==> src/rtl/bitunpacker_if.sv <==
// bitunpacker_if: word-in / peek / consume bundle for the bit unpacker.
//   word_in_valid/word_in/word_in_ready : word stream from the source
//   bits_out/bits_available             : peek window and fill level
//   consume_valid/consume_length        : drop request from the decoder
//   underflow                           : sticky illegal-consume flag
//   align (BITUNPACKER_ALIGN_EN only)   : skip to the next 32-bit boundary
// slave = the unpacker, master = the source/consumer side.
interface bitunpacker_if;
  logic        word_in_valid;
  logic [31:0] word_in;
  logic        word_in_ready;
  logic [31:0] bits_out;
  logic [6:0]  bits_available;
  logic        consume_valid;
  logic [5:0]  consume_length;
  logic        underflow;
`ifdef BITUNPACKER_ALIGN_EN
  logic        align;

  modport slave  (input  word_in_valid, word_in, consume_valid, consume_length, align,
                  output word_in_ready, bits_out, bits_available, underflow);
  modport master (output word_in_valid, word_in, consume_valid, consume_length, align,
                  input  word_in_ready, bits_out, bits_available, underflow);
`else
  modport slave  (input  word_in_valid, word_in, consume_valid, consume_length,
                  output word_in_ready, bits_out, bits_available, underflow);
  modport master (output word_in_valid, word_in, consume_valid, consume_length,
                  input  word_in_ready, bits_out, bits_available, underflow);
`endif
endinterface

==> src/rtl/bitunpacker.sv <==
// bitunpacker: 64-bit LSB-first bit buffer fed by 32-bit words; the consumer
// peeks at the low 32 bits and drops 0..32 bits per cycle.
// Ports:
//   clk    : rising-edge clock
//   rst    : asynchronous active-high reset
//   io_bus : bitunpacker_if.slave (word in, peek window, consume, underflow)
// Optional feature macro: BITUNPACKER_ALIGN_EN adds the align input and a
// phase register tracking bits consumed mod 32.
module bitunpacker (
  input  logic            clk,
  input  logic            rst,
  bitunpacker_if.slave    io_bus
);
  logic [63:0] r_buf;
  logic [6:0]  r_count;
  logic        r_underflow;

  logic        w_ready;
  logic        w_accept;
  logic [6:0]  w_len;      // bits dropped this edge (0 when nothing legal)
  logic        w_illegal;
  logic [6:0]  w_shamt;
  logic [63:0] w_ins;
  logic [63:0] w_buf_nxt;
  logic [6:0]  w_cnt_nxt;

`ifdef BITUNPACKER_ALIGN_EN
  logic [4:0]  r_phase;
  logic [4:0]  w_d;
`endif

  // Ready depends only on the registered count, never on this cycle's consume.
  assign w_ready  = (r_count <= 7'd32);
  assign w_accept = io_bus.word_in_valid && w_ready;

  always_comb begin
    w_len     = 7'd0;
    w_illegal = 1'b0;
`ifdef BITUNPACKER_ALIGN_EN
    // Distance to the next word boundary of the consumed stream.
    w_d = 5'd0 - r_phase;
    if (io_bus.align) begin
      if ({2'b00, w_d} <= r_count) w_len = {2'b00, w_d};
      else                         w_illegal = 1'b1;
    end else
`endif
    if (io_bus.consume_valid) begin
      if ((io_bus.consume_length <= 6'd32) && ({1'b0, io_bus.consume_length} <= r_count))
        w_len = {1'b0, io_bus.consume_length};
      else
        w_illegal = 1'b1;
    end
    // New word lands right above the bits that survive this edge's shift;
    // accept implies count <= 32 so the shift never exceeds 32.
    w_shamt   = r_count - w_len;
    w_ins     = w_accept ? ({32'd0, io_bus.word_in} << w_shamt) : 64'd0;
    w_buf_nxt = (r_buf >> w_len) | w_ins;
    w_cnt_nxt = r_count - w_len + (w_accept ? 7'd32 : 7'd0);
  end

  always_ff @(posedge clk or posedge rst) begin
    if (rst) begin
      r_buf       <= 64'd0;
      r_count     <= 7'd0;
      r_underflow <= 1'b0;
    end else begin
      r_buf   <= w_buf_nxt;
      r_count <= w_cnt_nxt;
      if (w_illegal) r_underflow <= 1'b1;
    end
  end

`ifdef BITUNPACKER_ALIGN_EN
  // A legal align adds exactly D, which wraps phase back to 0.
  always_ff @(posedge clk or posedge rst) begin
    if (rst) r_phase <= 5'd0;
    else     r_phase <= r_phase + w_len[4:0];
  end
`endif

  assign io_bus.bits_out       = r_buf[31:0];
  assign io_bus.bits_available = r_count;
  assign io_bus.word_in_ready  = w_ready;
  assign io_bus.underflow      = r_underflow;
endmodule

==> src/flat_wrapper.sv <==
// flat-port wrapper written by rule: the top's interface ports become plain ports
module bitunpacker_flat 
  (clk, rst, io_bus_word_in_valid, io_bus_word_in, io_bus_consume_valid, io_bus_consume_length, io_bus_word_in_ready, io_bus_bits_out, io_bus_bits_available, io_bus_underflow);
  bitunpacker_if io_bus_i ();
  input  logic clk;
  input  logic rst;
  input wire logic [$bits(io_bus_i.word_in_valid)-1:0] io_bus_word_in_valid;
  input wire logic [$bits(io_bus_i.word_in)-1:0] io_bus_word_in;
  input wire logic [$bits(io_bus_i.consume_valid)-1:0] io_bus_consume_valid;
  input wire logic [$bits(io_bus_i.consume_length)-1:0] io_bus_consume_length;
  output wire logic [$bits(io_bus_i.word_in_ready)-1:0] io_bus_word_in_ready;
  output wire logic [$bits(io_bus_i.bits_out)-1:0] io_bus_bits_out;
  output wire logic [$bits(io_bus_i.bits_available)-1:0] io_bus_bits_available;
  output wire logic [$bits(io_bus_i.underflow)-1:0] io_bus_underflow;
  assign io_bus_i.word_in_valid = io_bus_word_in_valid;
  assign io_bus_i.word_in = io_bus_word_in;
  assign io_bus_i.consume_valid = io_bus_consume_valid;
  assign io_bus_i.consume_length = io_bus_consume_length;
  assign io_bus_word_in_ready = io_bus_i.word_in_ready;
  assign io_bus_bits_out = io_bus_i.bits_out;
  assign io_bus_bits_available = io_bus_i.bits_available;
  assign io_bus_underflow = io_bus_i.underflow;
  bitunpacker u_core (.clk(clk), .rst(rst), .io_bus(io_bus_i));
endmodule
==> config.mk <==
export PLATFORM = sky130hd
export DESIGN_NAME = bitunpacker_flat
export DESIGN_NICKNAME = d
export VERILOG_FILES = /design/src/rtl/bitunpacker_if.sv /design/src/rtl/bitunpacker.sv /design/src/flat_wrapper.sv
export SDC_FILE = /design/constraint.sdc
export NUM_CORES = 1
export LEC_CHECK = 0
export CAP_MARGIN = 20
export CORE_MARGIN = 1.5
export CORE_UTILIZATION = 57
export DETAILED_ROUTE_END_ITERATION = 8
export PLACE_DENSITY = 0.79
export REMOVE_ABC_BUFFERS = 1
export SYNTH_ARGS = -nofsm -noshare
export SYNTH_HDL_FRONTEND = slang
export SYNTH_SLANG_ARGS = --single-unit
==> constraint.sdc <==
create_clock -name clk -period 5.3 [get_ports clk]
set_input_delay 1.06 -clock clk [delete_from_list [all_inputs] [get_ports clk]]
set_output_delay 1.06 -clock clk [all_outputs]
set_load 0.005 [all_outputs]
# Yosys cells after proc, flatten, opt, wreduce, memory -nomap -nowiden
# Index checks and enable logic that the tools add are counted.
# W data, S select, Z words.
[op_classes]
n_shift = 2
n_bitwise = 1
muxes = 6
magnitude_cmp = 3
n_reduce_logical = 2
add_sub_neg = 2
[ops]
columns = ["cell", "n"]
rows = [
  ["$mux W64", 1],
  ["$or A64 B64 Y64", 1],
  ["$shl A32 B7 Y64", 1],
  ["$shr A64 B7 Y64", 1],
  ["$mux W6", 2],
  ["$add A7 B7 Y7", 1],
  ["$le A6 B7 Y1", 1],
  ["$le A7 B6 Y1 const B", 1],
  ["$mux W7", 1],
  ["$sub A7 B7 Y7", 1],
  ["$le A6 B6 Y1 const B", 1],
  ["$logic_and A1 B1 Y1", 2],
  ["$mux W1", 2],
]
[word_totals]
register_bits = 72
input_bits = 42
wordCells = 19
output_inout_bits = 41

# Longest topological paths before layout
[logic_depth]
depth_word = 8
ltp_mapped = 23

# Worst setup path after synthesis
# OpenSTA, ideal clock, no wires.
[synth_path]
path_kind = "input to register"
start = "input io_bus_consume_length[0]"
end = "register u_core.r_buf[25]"
path_stages = 21
t_arrival_ns = 5.395
path_slack_ns = -0.238
n_path_buf = 7
setup_ns = 0.143
required_ns = 5.157
path_cell_list = "buf_2 > buf_2 > inv_2 > ha_1 > and3_1 > and3_1 > a31oi_1 > inv_2 > clkbuf_1 > buf_1 > fa_1 > clkbuf_1 > buf_1 > clkbuf_1 > mux4_2 > mux2i_1 > mux2i_1 > mux2i_1 > nor2_1 > a21oi_1 > o221ai_1"
[synth_via]
elab_chain_len = 8
word_cells_on_any_way = 10
classes_between = "1 x add/sub; 2 x order compare; 2 x shift; 3 x mux; 1 x bitwise; 1 x reduce/logical"
[synth_rtl]
columns = ["element", "line_no", "text"]
rows = [
  ["start, declared", "flat_wrapper.sv:10", "input wire logic [$bits(io_bus_i.consume_length)-1:0] io_bus_consume_length;"],
  ["$le A6 B7 Y1 / $le A6 B6 Y1 (equally long branches)", "bitunpacker.sv:48", "if ((io_bus.consume_length <= 6'd32) && ({1'b0, io_bus.consume_length} <= r_count))"],
  ["$logic_and A1 B1 Y1", "bitunpacker.sv:48", ""],
  ["$mux W6 (*)", "bitunpacker.sv:48", ""],
  ["$mux W7 (*)", "bitunpacker.sv:47", "if (io_bus.consume_valid) begin"],
  ["$sub A7 B7 Y7", "bitunpacker.sv:55", "w_shamt = r_count - w_len;"],
  ["$shl A32 B7 Y64", "bitunpacker.sv:56", "w_ins = w_accept ? ({32'd0, io_bus.word_in} << w_shamt) : 64'd0;"],
  ["$mux W64", "bitunpacker.sv:56", ""],
  ["$or A64 B64 Y64 (*)", "bitunpacker.sv:57", "w_buf_nxt = (r_buf >> w_len) | w_ins;"],
  ["via u_core.w_buf_nxt[25]", "bitunpacker.sv:24", "logic [63:0] w_buf_nxt;"],
  ["end signal, assigned", "bitunpacker.sv:67", "r_buf <= w_buf_nxt;"],
  ["end, declared", "bitunpacker.sv:14", "logic [63:0] r_buf;"],
]
# The timed path passes the listed nets; every way through them passes the cells marked *.
# A chain may end at the register's enable or synchronous reset.

# Worst setup path in the final report
[layout_path]
start = "input io_bus_consume_length[1]"
end = "register u_core.r_buf[36]"
# The elaborated chain is that of the path after synthesis.

==> impl.org <==
** Layout
- The area growth from synthesis to layout is 19.6%.
- Post-layout utilization of the core :: between 60% and 70%
- The finished cells cover 11600 um2.
- At the end of the flow, the number of nets in the layout was 1456.
- Of the cells placed in the final design, the portion with a size suffix greater than 1 is about 16%.

** Critical path
- STA classifies the critical path startpoint as a primary input.
- Measured in cells, the most critical reg-to-reg path has a length of 17.
- Data on the critical path arrives at its endpoint at 5.40 ns.
- Along the worst path, the maximum fanout reaches 10.
- Capturing element type of the critical path :: flop
- Critical-path cell list :: clkdlybuf4s50_1 -> ha_1 -> and3b_1 -> o21ai_4 -> buf_4 -> a21o_1 -> and2_1 -> inv_2 -> ha_1 -> a21oi_1 -> a21oi_1 -> o21ai_1 -> nor2_1 -> buf_12 -> a21oi_1 -> a31oi_1 -> a221o_1
- Broken down by cell family, the worst path's largest delay share belongs to compound AO/OA/AOI/OAI gates.
- The number of buffers and inverters on the critical path is 4.
- Tracing the worst setup path back leads to its startpoint at io_bus_consume_length[1].
- Maximum cell stage delay along the critical path :: 0.63 ns
- The worst setup path is of the in -> reg kind.
- Cell mode on critical path :: sky130_fd_sc_hd__a21oi_1
- Required time of the worst setup path :: 5.53 ns
- Worst reg2reg path startpoint :: u_core.io_bus.bits_available[1]$_DFF_PP0_
- The largest individual stage delay along the critical path comes from the cell sky130_fd_sc_hd__o21ai_1.
- The critical path runs through a total of 17 cells.

** Power
- For this design the ratio of total power to cell area is 855 nW/um2.
- VDD sags by at most about 0.00099 V.
- The design draws 9900 uW.
- The analysis attributes to cell leakage a power of 0.00489 uW.

** Timing
- Finish-stage setup viols :: 0
- Fin Setup TNS :: 0 ns
- Fraction of the cycle the final worst path needs :: a little over nine tenths
- Final-report max-slew violation count :: 0
- Transition time at the pin with the least slew margin :: between 0.8 and 0.9 ns
- Maximum clock frequency :: 0.193 GHz
- Final hold violations :: 0
- Maximum clock skew at final layout :: 0.0104 ns
- Measured against its own limit, the worst slew margin works out to 45.0%.
- Minimum period implied by the final worst setup slack :: 5.17 ns
- Setup repair after global routing left no endpoint under its margin.

** Die
- The floorplan step defined a die boundary enclosing 17800 um2.
- IO Pins :: 83
- Core Rows :: 47
- The floorplan step set the die width to 133 um.
- Core outline area :: ~17000 um2
- Starting Density :: about three fifths
- The floorplan step set the die height to 133 um.

** Placed design
- Once detailed placement completed, the half-perimeter wirelength came to approximately 34000 um.
- In this run the tool buffered the top-level ports with 82 buffer cells.
- Post-DP Area :: roughly 11000 um2
- The congestion estimate from routability-driven global placement came to 1.15.

** Synth
- Asr flop ratio synth :: 100%
- Number of enable-type register cells in the synthesized netlist :: 0
- Seq/Total Area, Yosys :: 18.6%
- Cell count after synthesis :: 1302
- The mapped netlist covers about 9700 um2.
- The synthesized netlist contains 92 unique library cells.
- In this run, synthesis produced a sequential element count of 72.
- Mean cell area of the mapped netlist :: 7.44 um2
- For this run, the leading register cell type out of synthesis is sky130_fd_sc_hd__dfrtp_1.
- Yosys printed 0 warnings.

** GRT
- After global routing the overflow that remains totals 0.
- Entering global routing, the biggest net connects 56 pins.
- Initial antenna violation count :: 1
- Overall fraction of global-route tracks in use :: 51.2%
- Number of global-route vias before repair :: 11179
- Wire length of the first global-routing pass :: between 60000 and 70000 um

** Worst hold path
- In this run the worst hold path is classified as reg -> reg.
- Hold path startpoint :: u_core.io_bus.underflow$_DFFE_PP0P_
- Number of cells on the worst hold path :: 1

** Drt
- Residual DRC count :: 0
- Summing over every cut layer, the via total after detailed routing is 12150.
- Before antenna repair, the detailed router went through 7 iterations.
- Detailed router's first-iteration violation count :: 2330
- Final antenna-violating net count :: 0
- Detail-routed net length per standard cell :: 28.2 um
- Using the TritonRoute via totals, the vias-per-cell ratio works out to 7.48.
- Wires add up to 45700 um.

** Clock tree
- The H-tree was split into 3 levels.
- The cell sitting at the root of the clock tree is a sky130_fd_sc_hd__clkbuf_16.
- CTS Buf Count :: 9
- CTS tree :: built
- Worst skew pair latency :: 0.36 ns
- After clock tree synthesis, the clock-pin slew on the worst setup and hold paths is 0.07 ns.
- Longest Clk Path Bufs :: 2
- Clock Sink Count :: 72

** Outcome
- Outcome :: finished clean

** Job
- Max-cap violations in this run came to 0.
## logic make-up after synthesis
logic type | count (synthesis) | synth area share, %
flip-flops | 72 | 18.6
buffers and inverters | 162 | 8.31
XOR/XNOR | 7 | 0.633
AND/OR/NAND/NOR | 448 | 21.0
adder cells (fa/ha/maj) | 16 | 2.14
AO/OA/AOI/OAI | 464 | 33.5
multiplexers | 133 | 15.7
## per-layer routing
layer | wire [um] | part of all wire [%] | global-route usage, %
met5 | 0 | 0 | 0
met3 | 6880 | 15 | 17.1
met4 | 4080 | 8.9 | 35.3
met2 | 18500 | 41 | 73.2
met1 | 16200 | 35 | 65.0
## stage by stage
step                      setup WS [ns]  hold slack, ns  cells
after floorplan                   -4.56           0.459   1169
after global placement           -0.273           0.450   1605
after detailed placement         -0.263           0.457   1606
after CTS                        0.0887           0.473   1622
after global routing             0.0258           0.503   1623
final                             0.129           0.476   1624
## power by group
group / internal [uW] / switching (uW)
Sequential: 820 / 532
Clock: 428 / 274
Combinational: 3290 / 4560
Total: 4540 / 5360
## state kept, by name, summed over array words and instances (netlist names)
| name | flops |
|---|---|
| u_core.r_buf | 64 |
| u_core.io_bus.bits_available | 7 |
| u_core.io_bus.underflow | 1 |
## area by class of cell
cell class,instances,area [um2]
Sequential cell,72,1800
Clock inverter,6,90.1
Multi-Input combinational cell,1068,7140
Inverter,29,109
Antenna cell,1,2.50
Tap cell,220,275
Fill cell,1440,5000
Timing Repair Buffer,218,1920
Clock buffer,10,239
## layout by cell type, fill, tap and decap left out, types with 6 or more instances in the layout
master	Yosys	final
sky130_fd_sc_hd__a211o_1	14	14
sky130_fd_sc_hd__a211oi_1	13	13
sky130_fd_sc_hd__a21o_1	10	10
sky130_fd_sc_hd__a21oi_1	95	95
sky130_fd_sc_hd__a22oi_1	23	23
sky130_fd_sc_hd__a31oi_1	11	10
sky130_fd_sc_hd__a32oi_1	6	6
sky130_fd_sc_hd__and2_1	8	8
sky130_fd_sc_hd__and3_1	8	8
sky130_fd_sc_hd__buf_12	0	6
sky130_fd_sc_hd__buf_4	35	129
sky130_fd_sc_hd__clkbuf_16	0	9
sky130_fd_sc_hd__clkdlybuf4s50_1	0	82
sky130_fd_sc_hd__dfrtp_1	72	72
sky130_fd_sc_hd__ha_1	15	14
sky130_fd_sc_hd__inv_1	21	20
sky130_fd_sc_hd__inv_2	7	8
sky130_fd_sc_hd__mux2_2	20	20
sky130_fd_sc_hd__mux2i_1	99	98
sky130_fd_sc_hd__mux4_2	13	13
sky130_fd_sc_hd__nand2_1	171	171
sky130_fd_sc_hd__nand2b_1	12	12
sky130_fd_sc_hd__nand3_1	25	25
sky130_fd_sc_hd__nor2_1	117	117
sky130_fd_sc_hd__nor2b_1	8	8
sky130_fd_sc_hd__nor3_1	51	50
sky130_fd_sc_hd__o211ai_1	20	20
sky130_fd_sc_hd__o21a_1	13	13
sky130_fd_sc_hd__o21ai_0	76	76
sky130_fd_sc_hd__o221ai_1	32	32
sky130_fd_sc_hd__o22ai_1	48	48
sky130_fd_sc_hd__o32ai_1	18	18
sky130_fd_sc_hd__or3_1	15	15
## final timing paths
kind,end,slack [ns]
hold reg to reg,u_core.io_bus.underflow$_DFFE_PP0P_,0.48
min in group asynchronous,u_core.r_buf[41]$_DFF_PP0_,1.10
max in group asynchronous,u_core.r_buf[2]$_DFF_PP0_,3.05
hold / removal,u_core.io_bus.underflow$_DFFE_PP0P_,0.48
setup / recovery,u_core.r_buf[36]$_DFF_PP0_,0.13
setup reg to reg,u_core.r_buf[36]$_DFF_PP0_,0.74
## synthesized netlist by cell type, types with 20 or more instances
| cell type | count | area [um2] |
|---|---|---|
| sky130_fd_sc_hd__o211ai_1 | 20 | 150 |
| sky130_fd_sc_hd__nor3_1 | 51 | 255 |
| sky130_fd_sc_hd__a22oi_1 | 23 | 173 |
| sky130_fd_sc_hd__dfrtp_1 | 72 | 1800 |
| sky130_fd_sc_hd__buf_2 | 39 | 195 |
| sky130_fd_sc_hd__o22ai_1 | 48 | 300 |
| sky130_fd_sc_hd__inv_1 | 21 | 78.8 |
| sky130_fd_sc_hd__clkbuf_1 | 42 | 158 |
| sky130_fd_sc_hd__nand3_1 | 25 | 125 |
| sky130_fd_sc_hd__o21ai_0 | 76 | 380 |
| sky130_fd_sc_hd__o221ai_1 | 32 | 280 |
| sky130_fd_sc_hd__mux2_2 | 20 | 225 |
| sky130_fd_sc_hd__nand2_1 | 171 | 642 |
| sky130_fd_sc_hd__buf_4 | 35 | 263 |
| sky130_fd_sc_hd__mux2i_1 | 99 | 991 |
| sky130_fd_sc_hd__a21oi_1 | 95 | 475 |
| sky130_fd_sc_hd__nor2_1 | 117 | 439 |
## repair_timing
action	in CTS	in global routing
endpoints found under the setup margin	0	3
hold buffers	0	0
setup buffers	0	0
resized for setup	0	3
## worst reg2reg max path, cell delays in order (launching register included)
cell and delay [ns]:
sky130_fd_sc_hd__dfrtp_1 0.43, sky130_fd_sc_hd__inv_1 0.26, sky130_fd_sc_hd__ha_1 0.30, sky130_fd_sc_hd__and3b_1 0.21, sky130_fd_sc_hd__o21ai_4 0.25, sky130_fd_sc_hd__buf_4 0.18, sky130_fd_sc_hd__a21o_1 0.13, sky130_fd_sc_hd__and2_1 0.21
sky130_fd_sc_hd__inv_2 0.08, sky130_fd_sc_hd__ha_1 0.40, sky130_fd_sc_hd__a21oi_1 0.24, sky130_fd_sc_hd__a21oi_1 0.14, sky130_fd_sc_hd__o21ai_1 0.63, sky130_fd_sc_hd__nor2_1 0.20, sky130_fd_sc_hd__buf_12 0.20, sky130_fd_sc_hd__a21oi_1 0.16
sky130_fd_sc_hd__a31oi_1 0.10, sky130_fd_sc_hd__a221o_1 0.31
No activity file was read; power rests on OpenSTA's default activity.
